## src/rtl/overlay_pkg.sv

```systemverilog
// ---------------------------------------------------------------------------
// overlay_pkg
//
// Shared definitions for the overlay compositor and the raster timing
// generator.
//   - mode_t           : compositing mode encodings
//   - RGB_W            : width of a packed 8:8:8 RGB pixel
//   - *_720P constants : default 1280x720 raster timing
//   - blend_rgb()      : per-channel 50 % mix of two RGB pixels
// ---------------------------------------------------------------------------
package overlay_pkg;

  localparam int RGB_W = 24;

  // Compositing modes. MODE_BG turns the window off even when ovl_on is set.
  typedef enum logic [1:0] {
    MODE_BG     = 2'd0,
    MODE_OPAQUE = 2'd1,
    MODE_KEY    = 2'd2,
    MODE_BLEND  = 2'd3
  } mode_t;

  // Default 720p60 raster (74.25 MHz pixel clock).
  localparam int H_ACTIVE_720P = 1280;
  localparam int H_FP_720P     = 110;
  localparam int H_SYNC_720P   = 40;
  localparam int H_BP_720P     = 220;
  localparam int V_ACTIVE_720P = 720;
  localparam int V_FP_720P     = 5;
  localparam int V_SYNC_720P   = 5;
  localparam int V_BP_720P     = 20;

  localparam int                CW_DEFAULT        = 12;
  localparam int                OVL_W_DEFAULT     = 256;
  localparam int                OVL_H_DEFAULT     = 256;
  localparam logic [RGB_W-1:0]  COLOR_KEY_DEFAULT = 24'hFF00FF;

  // Average of two pixels channel by channel. The 9-bit sum keeps the carry
  // and dropping bit 0 truncates, so 0x01 + 0xFF mixes to 0x80.
  function automatic logic [RGB_W-1:0] blend_rgb(input logic [RGB_W-1:0] a,
                                                 input logic [RGB_W-1:0] b);
    logic [8:0]       sum;
    logic [RGB_W-1:0] mix;
    mix = '0;
    for (int c = 0; c < 3; c++) begin
      sum            = {1'b0, a[c*8 +: 8]} + {1'b0, b[c*8 +: 8]};
      mix[c*8 +: 8]  = sum[8:1];
    end
    return mix;
  endfunction

endpackage

```

## src/rtl/video_timing_counter.sv

```systemverilog
// ---------------------------------------------------------------------------
// video_timing_counter
//
// Free-running raster position counters with the region decodes derived
// from them. Everything except hc/vc is a combinational decode of the
// registered counters, so consumers that need aligned sync must pipeline
// the decodes themselves.
//
// Ports
//   clock        in   pixel clock
//   reset        in   synchronous, active-high; returns the raster to (0,0)
//   hc, vc       out  horizontal / vertical position
//   active       out  position lies inside the visible picture
//   hsync_on     out  position lies inside the horizontal sync pulse
//   vsync_on     out  line lies inside the vertical sync pulse
//   frame_start  out  position is (0,0)
//   frame_end    out  position is the last clock of the frame
// ---------------------------------------------------------------------------
module video_timing_counter
  import overlay_pkg::*;
#(
  parameter int H_ACTIVE = H_ACTIVE_720P,
  parameter int H_FP     = H_FP_720P,
  parameter int H_SYNC   = H_SYNC_720P,
  parameter int H_BP     = H_BP_720P,
  parameter int V_ACTIVE = V_ACTIVE_720P,
  parameter int V_FP     = V_FP_720P,
  parameter int V_SYNC   = V_SYNC_720P,
  parameter int V_BP     = V_BP_720P,
  parameter int CW       = CW_DEFAULT
) (
  input  logic          clock,
  input  logic          reset,
  output logic [CW-1:0] hc,
  output logic [CW-1:0] vc,
  output logic          active,
  output logic          hsync_on,
  output logic          vsync_on,
  output logic          frame_start,
  output logic          frame_end
);

  localparam int H_TOTAL = H_ACTIVE + H_FP + H_SYNC + H_BP;
  localparam int V_TOTAL = V_ACTIVE + V_FP + V_SYNC + V_BP;

  localparam logic [CW-1:0] H_LAST   = CW'(H_TOTAL - 1);
  localparam logic [CW-1:0] V_LAST   = CW'(V_TOTAL - 1);
  localparam logic [CW-1:0] H_VIS    = CW'(H_ACTIVE);
  localparam logic [CW-1:0] V_VIS    = CW'(V_ACTIVE);
  localparam logic [CW-1:0] HS_BEGIN = CW'(H_ACTIVE + H_FP);
  localparam logic [CW-1:0] HS_END   = CW'(H_ACTIVE + H_FP + H_SYNC);
  localparam logic [CW-1:0] VS_BEGIN = CW'(V_ACTIVE + V_FP);
  localparam logic [CW-1:0] VS_END   = CW'(V_ACTIVE + V_FP + V_SYNC);

  logic h_wrap;
  assign h_wrap = (hc == H_LAST);

  // Pixel counter runs every clock; the line counter only steps when the
  // pixel counter wraps, and both return to zero together on the last
  // clock of the frame.
  always_ff @(posedge clock) begin
    if (reset) begin
      hc <= '0;
      vc <= '0;
    end else if (h_wrap) begin
      hc <= '0;
      if (vc == V_LAST) begin
        vc <= '0;
      end else begin
        vc <= vc + CW'(1);
      end
    end else begin
      hc <= hc + CW'(1);
    end
  end

  assign active      = (hc < H_VIS) && (vc < V_VIS);
  assign hsync_on    = (hc >= HS_BEGIN) && (hc < HS_END);
  assign vsync_on    = (vc >= VS_BEGIN) && (vc < VS_END);
  assign frame_start = (hc == '0) && (vc == '0);
  assign frame_end   = h_wrap && (vc == V_LAST);

endmodule

```

## src/rtl/overlay_video_compositor.sv

```systemverilog
// ---------------------------------------------------------------------------
// overlay_video_compositor
//
// Generates the HDMI raster and composites a streamed overlay window onto a
// flat background colour. Overlay pixels arrive in raster order over a
// valid/ready stream; one pixel is requested for every window position of
// every frame whether or not the reader keeps up.
//
// Ports
//   clock        in   pixel clock
//   reset        in   synchronous, active-high
//   ovl_on       in   overlay enable (taken at frame end)
//   mode         in   0 bg only, 1 opaque, 2 colour key, 3 50 % blend
//   ovl_x/ovl_y  in   window top-left (taken and clamped at frame end)
//   bg_rgb       in   background colour
//   pix_data     in   overlay pixel
//   pix_valid    in   overlay pixel available
//   pix_ready    out  pix_data is consumed on this edge
//   frame_start  out  raster is at (0,0)
//   underflow    out  sticky: a window slot found no pixel; cleared by reset
//   DE/HSYNC/VSYNC/data  out  transmitter signals, two clocks behind the
//                             raster counters and mutually aligned
// ---------------------------------------------------------------------------
module overlay_video_compositor
  import overlay_pkg::*;
#(
  parameter int               H_ACTIVE  = H_ACTIVE_720P,
  parameter int               H_FP      = H_FP_720P,
  parameter int               H_SYNC    = H_SYNC_720P,
  parameter int               H_BP      = H_BP_720P,
  parameter int               V_ACTIVE  = V_ACTIVE_720P,
  parameter int               V_FP      = V_FP_720P,
  parameter int               V_SYNC    = V_SYNC_720P,
  parameter int               V_BP      = V_BP_720P,
  parameter bit               HS_POL    = 1'b1,
  parameter bit               VS_POL    = 1'b1,
  parameter int               CW        = CW_DEFAULT,
  parameter int               OVL_W     = OVL_W_DEFAULT,
  parameter int               OVL_H     = OVL_H_DEFAULT,
  parameter logic [RGB_W-1:0] COLOR_KEY = COLOR_KEY_DEFAULT
) (
  input  logic             clock,
  input  logic             reset,
  input  logic             ovl_on,
  input  logic [1:0]       mode,
  input  logic [CW-1:0]    ovl_x,
  input  logic [CW-1:0]    ovl_y,
  input  logic [RGB_W-1:0] bg_rgb,
  input  logic [RGB_W-1:0] pix_data,
  input  logic             pix_valid,
  output logic             pix_ready,
  output logic             frame_start,
  output logic             underflow,
  output logic             DE,
  output logic             HSYNC,
  output logic             VSYNC,
  output logic [RGB_W-1:0] data
);

  // Largest top-left position that still keeps the whole window visible.
  localparam logic [CW-1:0] X_MAX = CW'(H_ACTIVE - OVL_W);
  localparam logic [CW-1:0] Y_MAX = CW'(V_ACTIVE - OVL_H);

  // Window compares are done one bit wider so x + OVL_W cannot wrap.
  localparam logic [CW:0] OVL_W_EXT = (CW+1)'(OVL_W);
  localparam logic [CW:0] OVL_H_EXT = (CW+1)'(OVL_H);

  // -------------------------------------------------------------------------
  // Stage 0: raster position
  // -------------------------------------------------------------------------
  logic [CW-1:0] hc;
  logic [CW-1:0] vc;
  logic          active;
  logic          hsync_on;
  logic          vsync_on;
  logic          frame_end;

  video_timing_counter #(
    .H_ACTIVE (H_ACTIVE),
    .H_FP     (H_FP),
    .H_SYNC   (H_SYNC),
    .H_BP     (H_BP),
    .V_ACTIVE (V_ACTIVE),
    .V_FP     (V_FP),
    .V_SYNC   (V_SYNC),
    .V_BP     (V_BP),
    .CW       (CW)
  ) u_timing (
    .clock       (clock),
    .reset       (reset),
    .hc          (hc),
    .vc          (vc),
    .active      (active),
    .hsync_on    (hsync_on),
    .vsync_on    (vsync_on),
    .frame_start (frame_start),
    .frame_end   (frame_end)
  );

  // -------------------------------------------------------------------------
  // Frame latch: control inputs are taken only on the last clock of a frame
  // so a frame is always drawn with one consistent window and mode. The
  // position is clamped here, once, rather than in the per-pixel compare.
  // -------------------------------------------------------------------------
  logic          lat_on;
  mode_t         lat_mode;
  logic [CW-1:0] lat_x;
  logic [CW-1:0] lat_y;

  always_ff @(posedge clock) begin
    if (reset) begin
      lat_on   <= 1'b0;
      lat_mode <= MODE_BG;
      lat_x    <= '0;
      lat_y    <= '0;
    end else if (frame_end) begin
      lat_on   <= ovl_on;
      lat_mode <= mode_t'(mode);
      lat_x    <= (ovl_x > X_MAX) ? X_MAX : ovl_x;
      lat_y    <= (ovl_y > Y_MAX) ? Y_MAX : ovl_y;
    end
  end

  // -------------------------------------------------------------------------
  // Window compare and stream handshake. pix_ready depends only on
  // registered state so the reader sees a pure demand schedule; a missing
  // pixel costs its slot rather than stalling the raster.
  // -------------------------------------------------------------------------
  logic in_x;
  logic in_y;
  logic hit;
  logic take;

  assign in_x = ({1'b0, hc} >= {1'b0, lat_x}) &&
                ({1'b0, hc} <  ({1'b0, lat_x} + OVL_W_EXT));
  assign in_y = ({1'b0, vc} >= {1'b0, lat_y}) &&
                ({1'b0, vc} <  ({1'b0, lat_y} + OVL_H_EXT));

  assign hit       = active && lat_on && (lat_mode != MODE_BG) && in_x && in_y;
  assign take      = hit && pix_valid;
  assign pix_ready = hit;

  // Sticky starvation flag; the reader is expected to resynchronise on
  // frame_start, so only reset clears it.
  always_ff @(posedge clock) begin
    if (reset) begin
      underflow <= 1'b0;
    end else if (hit && !pix_valid) begin
      underflow <= 1'b1;
    end
  end

  // -------------------------------------------------------------------------
  // Stage 1: capture the position decodes together with the pixel and
  // background that belong to that position.
  // -------------------------------------------------------------------------
  logic             s1_active;
  logic             s1_hs;
  logic             s1_vs;
  logic             s1_take;
  mode_t            s1_mode;
  logic [RGB_W-1:0] s1_ovl;
  logic [RGB_W-1:0] s1_bg;

  always_ff @(posedge clock) begin
    if (reset) begin
      s1_active <= 1'b0;
      s1_hs     <= 1'b0;
      s1_vs     <= 1'b0;
      s1_take   <= 1'b0;
      s1_mode   <= MODE_BG;
      s1_ovl    <= '0;
      s1_bg     <= '0;
    end else begin
      s1_active <= active;
      s1_hs     <= hsync_on;
      s1_vs     <= vsync_on;
      s1_take   <= take;
      s1_mode   <= lat_mode;
      s1_ovl    <= pix_data;
      s1_bg     <= bg_rgb;
    end
  end

  // Colour selection. A lost slot (hit without a pixel) falls through to the
  // background, exactly like a position outside the window.
  logic [RGB_W-1:0] mixed;

  always_comb begin
    mixed = s1_bg;
    if (!s1_active) begin
      mixed = '0;
    end else if (s1_take) begin
      case (s1_mode)
        MODE_OPAQUE: mixed = s1_ovl;
        MODE_KEY:    mixed = (s1_ovl == COLOR_KEY) ? s1_bg : s1_ovl;
        MODE_BLEND:  mixed = blend_rgb(s1_ovl, s1_bg);
        default:     mixed = s1_bg;
      endcase
    end
  end

  // -------------------------------------------------------------------------
  // Stage 2: output registers. Sync levels are applied here so every pin
  // leaves the block from a flop and stays aligned with DE and data.
  // -------------------------------------------------------------------------
  always_ff @(posedge clock) begin
    if (reset) begin
      DE    <= 1'b0;
      HSYNC <= ~HS_POL;
      VSYNC <= ~VS_POL;
      data  <= '0;
    end else begin
      DE    <= s1_active;
      HSYNC <= s1_hs ? HS_POL : ~HS_POL;
      VSYNC <= s1_vs ? VS_POL : ~VS_POL;
      data  <= mixed;
    end
  end

endmodule

```

## config.mk

```make
export PLATFORM = sky130hd
export DESIGN_NAME = overlay_video_compositor
export DESIGN_NICKNAME = d
export VERILOG_FILES = /design/src/rtl/overlay_pkg.sv /design/src/rtl/video_timing_counter.sv /design/src/rtl/overlay_video_compositor.sv
export SDC_FILE = /design/constraint.sdc
export NUM_CORES = 1
export LEC_CHECK = 0
export ABC_AREA = 1
export BUFFER_PORTS_ARGS = -buffer_cell sky130_fd_sc_hd__buf_2
export CAP_MARGIN = 20
export CORE_ASPECT_RATIO = 0.75
export CORE_MARGIN = 10
export CORE_UTILIZATION = 50
export CTS_BUF_LIST = sky130_fd_sc_hd__clkbuf_4
export CTS_CLUSTER_SIZE = 14
export DETAILED_ROUTE_END_ITERATION = 8
export PLACE_DENSITY = 0.71
export REMOVE_ABC_BUFFERS = 1
export SLEW_MARGIN = 10
export SYNTH_ARGS = -nofsm -noshare
export SYNTH_HDL_FRONTEND = slang
export SYNTH_SLANG_ARGS = --single-unit
```

## constraint.sdc

```tcl
create_clock -name clock -period 5.2 [get_ports clock]
set_input_delay 0 -clock clock [delete_from_list [all_inputs] [get_ports clock]]
set_output_delay 0 -clock clock [all_outputs]
set_load 0.01 [all_outputs]
```

After elaboration in Yosys (flattened, before gate mapping)
Index checks and enable logic that the tools add are counted.
W data, S select, Z words.
{"block": "totals", "out_inout_bits": 30, "mem_count": 0, "latchBits": 0, "mem_bits_ro": 0, "register_bits": 133, "ram_bits": 0, "inputBits": 78, "elab_cells": 71}
{"block": "op_classes", "shifts": 0, "div": 0, "n_mux": 8, "n_mul": 0, "eq_ne": 6, "reduce_logical": 19, "magnitude_cmp": 12, "bitwise": 1, "addsub": 7}
{"operator": "$pmux W24 S3", "n": 1}
{"operator": "$mux W24", "n": 2}
{"operator": "$mux W12", "n": 3}
{"operator": "$add A8 B8 Y9", "n": 3}
{"operator": "$add A12 B9 Y13 const B", "n": 2}
{"operator": "$lt A12 B13 Y1", "n": 2}
{"operator": "$add A12 B1 Y12 const B", "n": 2}
{"operator": "$eq A24 B24 Y1 const B", "n": 1}
{"operator": "$ge A12 B12 Y1", "n": 2}
{"operator": "$logic_not A12 Y1", "n": 2}
{"operator": "$lt A12 B10 Y1 const B", "n": 2}
{"operator": "$lt A12 B11 Y1 const B", "n": 2}
{"operator": "$logic_and A1 B1 Y1", "n": 13}
{"operator": "$eq A12 B10 Y1 const B", "n": 1}
{"operator": "$eq A12 B11 Y1 const B", "n": 1}
{"operator": "$ge A12 B10 Y1 const B", "n": 1}
{"operator": "$ge A12 B11 Y1 const B", "n": 1}
{"operator": "$gt A12 B11 Y1 const B", "n": 1}
{"operator": "$gt A12 B9 Y1 const B", "n": 1}
{"operator": "$eq A2 B2 Y1 const B", "n": 2}
{"operator": "$reduce_or A2 Y1", "n": 2}
{"operator": "$eq A2 B1 Y1 const B", "n": 1}
{"operator": "$mux W1", "n": 2}
{"operator": "$reduce_bool A2 Y1", "n": 1}
{"operator": "2 further kinds", "n": 2}

Depth between registers and ports, before layout
{"block": "depth", "depth_word": 7, "mapped_depth": 14, "ltp_nobuf": 14}

Cells and area by module
A second synthesis with hierarchy kept.
{"block": "unflattened", "hier_cells": 1066, "area_unflattened_um2": 7465.9}
{"mod": "overlay_video_compositor", "n_inst": 1, "seq_area_each_um2": 2182.1, "area_each_um2": 5869.4, "cells_per_inst": 819}
{"mod": "video_timing_counter", "n_inst": 1, "seq_area_each_um2": 480.5, "area_each_um2": 1596.5, "cells_per_inst": 247}

Least setup slack after synthesis
No wires, ideal clock.
{"block": "synth_timing", "path_type": "flip-flop to flip-flop", "start": "reg lat_x[8]", "end": "reg underflow", "setup_ps": 70, "t_arrival_ps": 1588, "synth_period_minus_slack_ps": 1659, "path_stages_with_launch": 15, "path_slack_ps": 3541, "n_path_buf": 0, "t_required_ps": 5130, "path_cell_list": "dfxtp_1 > ha_1 > xnor2_1 > ha_1 > nand2_1 > nand2_1 > nand3_1 > nand2_1 > inv_1 > nand2_1 > nor2_1 > nand2_1 > nor2_1 > nand3_1 > a21oi_1"}
{"block": "synth_between", "elab_chain_cells": 6, "elab_cells_between_ends": 7, "classes_between": "add/sub (1); order compare (2); reduce/logical (4)"}
{"element": "start, declared", "line_no": "overlay_video_compositor.sv:107", "text": "logic [CW-1:0] lat_x;"}
{"element": "start signal, assigned", "line_no": "overlay_video_compositor.sv:119", "text": "lat_x <= (ovl_x > X_MAX) ? X_MAX : ovl_x;"}
{"element": "$add A12 B9 Y13", "line_no": "overlay_video_compositor.sv:135", "text": "({1'b0, hc} < ({1'b0, lat_x} + OVL_W_EXT));"}
{"element": "$lt A12 B13 Y1", "line_no": "overlay_video_compositor.sv:135"}
{"element": "$logic_and A1 B1 Y1 (*)", "line_no": "overlay_video_compositor.sv:134", "text": "assign in_x = ({1'b0, hc} >= {1'b0, lat_x}) &&"}
{"element": "$logic_and A1 B1 Y1 (*) (2 in series)", "line_no": "overlay_video_compositor.sv:139", "text": "assign hit = active && lat_on && (lat_mode != MODE_BG) && in_x && in_y;"}
{"element": "$logic_and A1 B1 Y1 (*)", "line_no": "overlay_video_compositor.sv:148", "text": "end else if (hit && !pix_valid) begin"}
{"element": "end signal, assigned", "line_no": "overlay_video_compositor.sv:147", "text": "underflow <= 1'b0;"}
{"element": "end signal, assigned", "line_no": "overlay_video_compositor.sv:149", "text": "underflow <= 1'b1;"}
{"element": "end, declared", "line_no": "overlay_video_compositor.sv:53", "text": "output logic underflow,"}
Every way passes the cells marked *; elsewhere a longest branch is shown, timed or not.
A chain may end at the register's enable or synchronous reset.

Worst setup path after layout
{"block": "layout_timing", "start": "reg u_timing.vc[6]", "end": "reg lat_y[1]"}
{"block": "layout_between", "elab_chain_cells": 2}
{"element": "start, declared", "line_no": "video_timing_counter.sv:35", "text": "output logic [CW-1:0] vc,"}
{"element": "start signal, assigned", "line_no": "video_timing_counter.sv:70", "text": "vc <= vc + CW'(1);"}
{"element": "$eq A12 B10 Y1", "line_no": "video_timing_counter.sv:81", "text": "assign frame_end = h_wrap && (vc == V_LAST);"}
{"element": "$logic_and A1 B1 Y1", "line_no": "video_timing_counter.sv:81"}
{"element": "end signal, assigned", "line_no": "overlay_video_compositor.sv:120", "text": "lat_y <= (ovl_y > Y_MAX) ? Y_MAX : ovl_y;"}
{"element": "end, declared", "line_no": "overlay_video_compositor.sv:108", "text": "logic [CW-1:0] lat_y;"}
No other way between the ends.

==> metrics <==
number of global-route vias before repair=6966; vias per std cell=4.967; Startpoint Class=register; CTS Buf Count=17; Row Count=39; Leakage=4.522 nW; Clock Sink Count=133; slowest stage delay, CP=0.55 ns; post-synthesis sequential area ratio=0.3484; routing usage on met3=0.05552; switching share of power=0.2685; CP max-delay cell=dlygate4sd3_1; Final Slew Violations=0; Netlist cell types=44; GP Congestion=0.9175; Synth Register Bits=133; DP Wirelength=15.10 mm; CTS tree=built; synthesized area=7642 um2; highest clock rate=0.4001 GHz; pre-CTS setup slack=2.945 ns; Post-CTS Setup Inserts=0; R2R Path Start=u_timing.vc[6]; ys flop type=dfxtp_1; Post-synth EDFFs=0; drt initial violations=784; worst min-delay path category=input port to register; grt total ovfl=0; H-tree lvl count=4; die width=162.8 um; Syn Inst Count=1112; total number of vias=7535; Worst setup EP type=register; Crit path arrival time=2.99 ns; RSZ-0062 raised after global routing=no; WS Path Type=register to register; DRT antenna net count=0; initial antenna violation count=1; Top-Level Pins=108; WHS Path Cells=7; busiest grt layer=met2; min-delay src=ovl_y[9]; ys async rst share=0; share of cells above drive strength 1=0.1405; Critical Path Most Common Cell=nand2_1; chip height=127.1 um; first-pass GRT wire length=34.67 mm; P per Cell Area=211.3 nW/um2; CTS Hold Bufs=81; crit path cell chain=nand2_1 > nor2_1 > nand3_1 > nor2_2 > and3_4 > nand2_1 > dlygate4sd3_1 > o21ai_1; worst slew pin tran=1.032 ns; Int Power=0.001458 W; FF-to-FF End=lat_y[1]; Fill cells=1367; worst reg2reg setup slack=2.70 ns; Layout Skew=0.01882 ns; CP required=5.69 ns; Layout Nets=1440; slew margin rel.=0.3111; post-CTS sizing=0; Net Switching=0.0005351 W; sequential share of power=0.539; detailed-route DRC error count=0; clock root buffer=clkbuf_4; period utilization=0.4807; Comb pwr share=0.112; CTS Buffer Depth=2; worst-case vdd ir drop=132.3 uV; Clock power frac=0.349; Worst Reg-to-Reg Cells=8; mean post-synth cell area=6.873 um2; Worst Hold Endpoint=lat_y[2]; I/O Buffers=107; routed len/inst=13.72 um; largest net degree at the start of global routing=62; area growth from synthesis to final layout=23.41%; status=completed; Initial DRT Pass Iterations=5; Post-Route WL=20.81 mm; met1 global-route usage=0.2922; critical path peak fanout=7; minimum clock period=2.499 ns; Reg clk slew, reported paths=0.12 ns; Final Hold Fails=0; setup TNS=0 ns; Power, Total=0.001993 W; # setup viols final=0; Final WS setup=2.701 ns; M2 GR Usage=0.2937; max-cap violation count=0; Core ar.=15130 um2; Worst-Skew Late Latency=0.55 ns; Initial Utilization=0.5052; Ys Warns=0; die area=20680 um2; GRT Total Usage=0.2025
registers in the layout, indices dropped and copies added, names as in the netlist:
name,count
DE,1
HSYNC,1
VSYNC,1
data,24
lat_mode,2
lat_on,1
lat_x,12
lat_y,12
s1_active,1
s1_bg,24
s1_hs,1
s1_mode,2
s1_ovl,24
s1_take,1
s1_vs,1
u_timing.hc,12
u_timing.vc,12
underflow,1
layout make-up:
type | instances | area, um2 | share of cell area
Antenna cell | 2 | 5.005 | 0.0005306
Clock inverter | 12 | 130.1 | 0.01380
Sequential cell | 133 | 2663 | 0.2823
Timing Repair Buffer | 191 | 1369 | 0.1451
Tap cell | 205 | 256.5 | 0.02720
Multi-Input combinational cell | 779 | 4199 | 0.4452
Inverter | 175 | 659.4 | 0.06991
Clock buffer | 20 | 150.1 | 0.01592
worst max path at each step:
stage                         startpoint         to  slack [ns]  depth (start not counted)
final                     u_timing.vc[6]   lat_y[1]        2.70                          8
after global routing      u_timing.vc[3]  pix_ready        2.47                          9
after CTS                 u_timing.hc[7]  pix_ready        2.71                         11
after detailed placement      s1_mode[1]   data[11]        2.95                          5
after global placement        s1_mode[1]   data[16]        2.99                          5
after floorplan               s1_mode[1]    data[0]        3.17                          7
through the flow:
stage | cells | util | instance area [um2] | hold slack [ns]
after global routing | 1516 | 0.6233 | 9429 | 0.02143
after global placement | 1402 | 0.5510 | 8335 | 0.1995
after detailed placement | 1402 | 0.5510 | 8335 | 0.2058
after floorplan | 1087 | - | 7521 | 0.06907
after CTS | 1515 | 0.6232 | 9427 | 0.006095
final | 1517 | 0.6235 | 9432 | 0.03502
synth_stat cells, types with 3 or more instances:
library cell,n,share of area
o21a_1,5,0.0049
or2_2,5,0.0041
nand3_1,88,0.058
nand3_2,4,0.0052
nand2_1,222,0.11
buf_2,7,0.0046
o21bai_1,5,0.0049
nor2_1,160,0.079
ha_1,62,0.10
nand2_2,5,0.0041
o21ai_0,51,0.033
inv_1,165,0.081
inv_2,8,0.0039
xnor2_1,3,0.0034
nor3_1,15,0.0098
a21oi_1,76,0.050
nor3_2,4,0.0052
nand4_1,23,0.019
xor2_1,5,0.0057
o21ai_1,4,0.0026
nor4_1,5,0.0041
fa_1,3,0.0079
nor2_2,5,0.0041
clkbuf_1,13,0.0064
nor3b_1,3,0.0029
a21o_1,5,0.0049
nand3b_1,4,0.0039
a31oi_1,4,0.0033
dfxtp_1,133,0.35
kinds of logic (layout without fill, tap and decap cells):
group,after synthesis,in the layout,share of synthesized area
AND/OR/NAND/NOR,553,553,0.3238
XOR/XNOR,8,8,0.009169
other,0,2,0
adder cells (fa/ha/maj),65,65,0.1094
flip-flops,133,133,0.3484
buffers and inverters,200,398,0.1022
AO/OA/AOI/OAI,153,153,0.1071
placed cells by master (no fill, tap or decap), types with 4 or more instances in the layout:
master         count
nor3_1            15
clkbuf_4          20
nand3_1           88
nand3_2            4
clkinv_2           4
dfxtp_1          133
buf_2            107
nand3b_1           4
dlygate4sd3_1     81
o21bai_1           5
nand2_1          222
nand4_1           23
nand2_2            5
xor2_1             5
inv_2              8
nor3_2             4
ha_1              62
a21oi_1           76
nor2_1           160
o21ai_0           51
nor2_2             5
o21ai_1            4
a21o_1             5
nor4_1             5
o21a_1             5
a31oi_1            4
or2_2              5
inv_1            165
critical path: cells and delay by family, from the launching register on:
kind | cells | cell delay [ns]
compound gates | 1 | 0.07
buf+inv | 1 | 0.55
flops | 1 | 0.52
simple gates | 6 | 1.29
per-layer routing:
metal  routed length (um)  vias to the layer above
li1                     -                     3951
met1                10380                     3290
met2                 8489                      280
met3                 1780                       14
met4                  164                        0
met5                    0                        -
power groups by stage:
stage / Combinational [W] / Sequential, W / Clock [W]
floorplan: 0.000104 / 0.00109 / 0
global placement: 0.000175 / 0.00110 / 0
detailed placement: 0.000176 / 0.00110 / 0
CTS: 0.000219 / 0.00107 / 0.000707
global route: 0.000251 / 0.00108 / 0.000759
finish: 0.000223 / 0.00107 / 0.000696
Power figures use the tool's default switching activity.
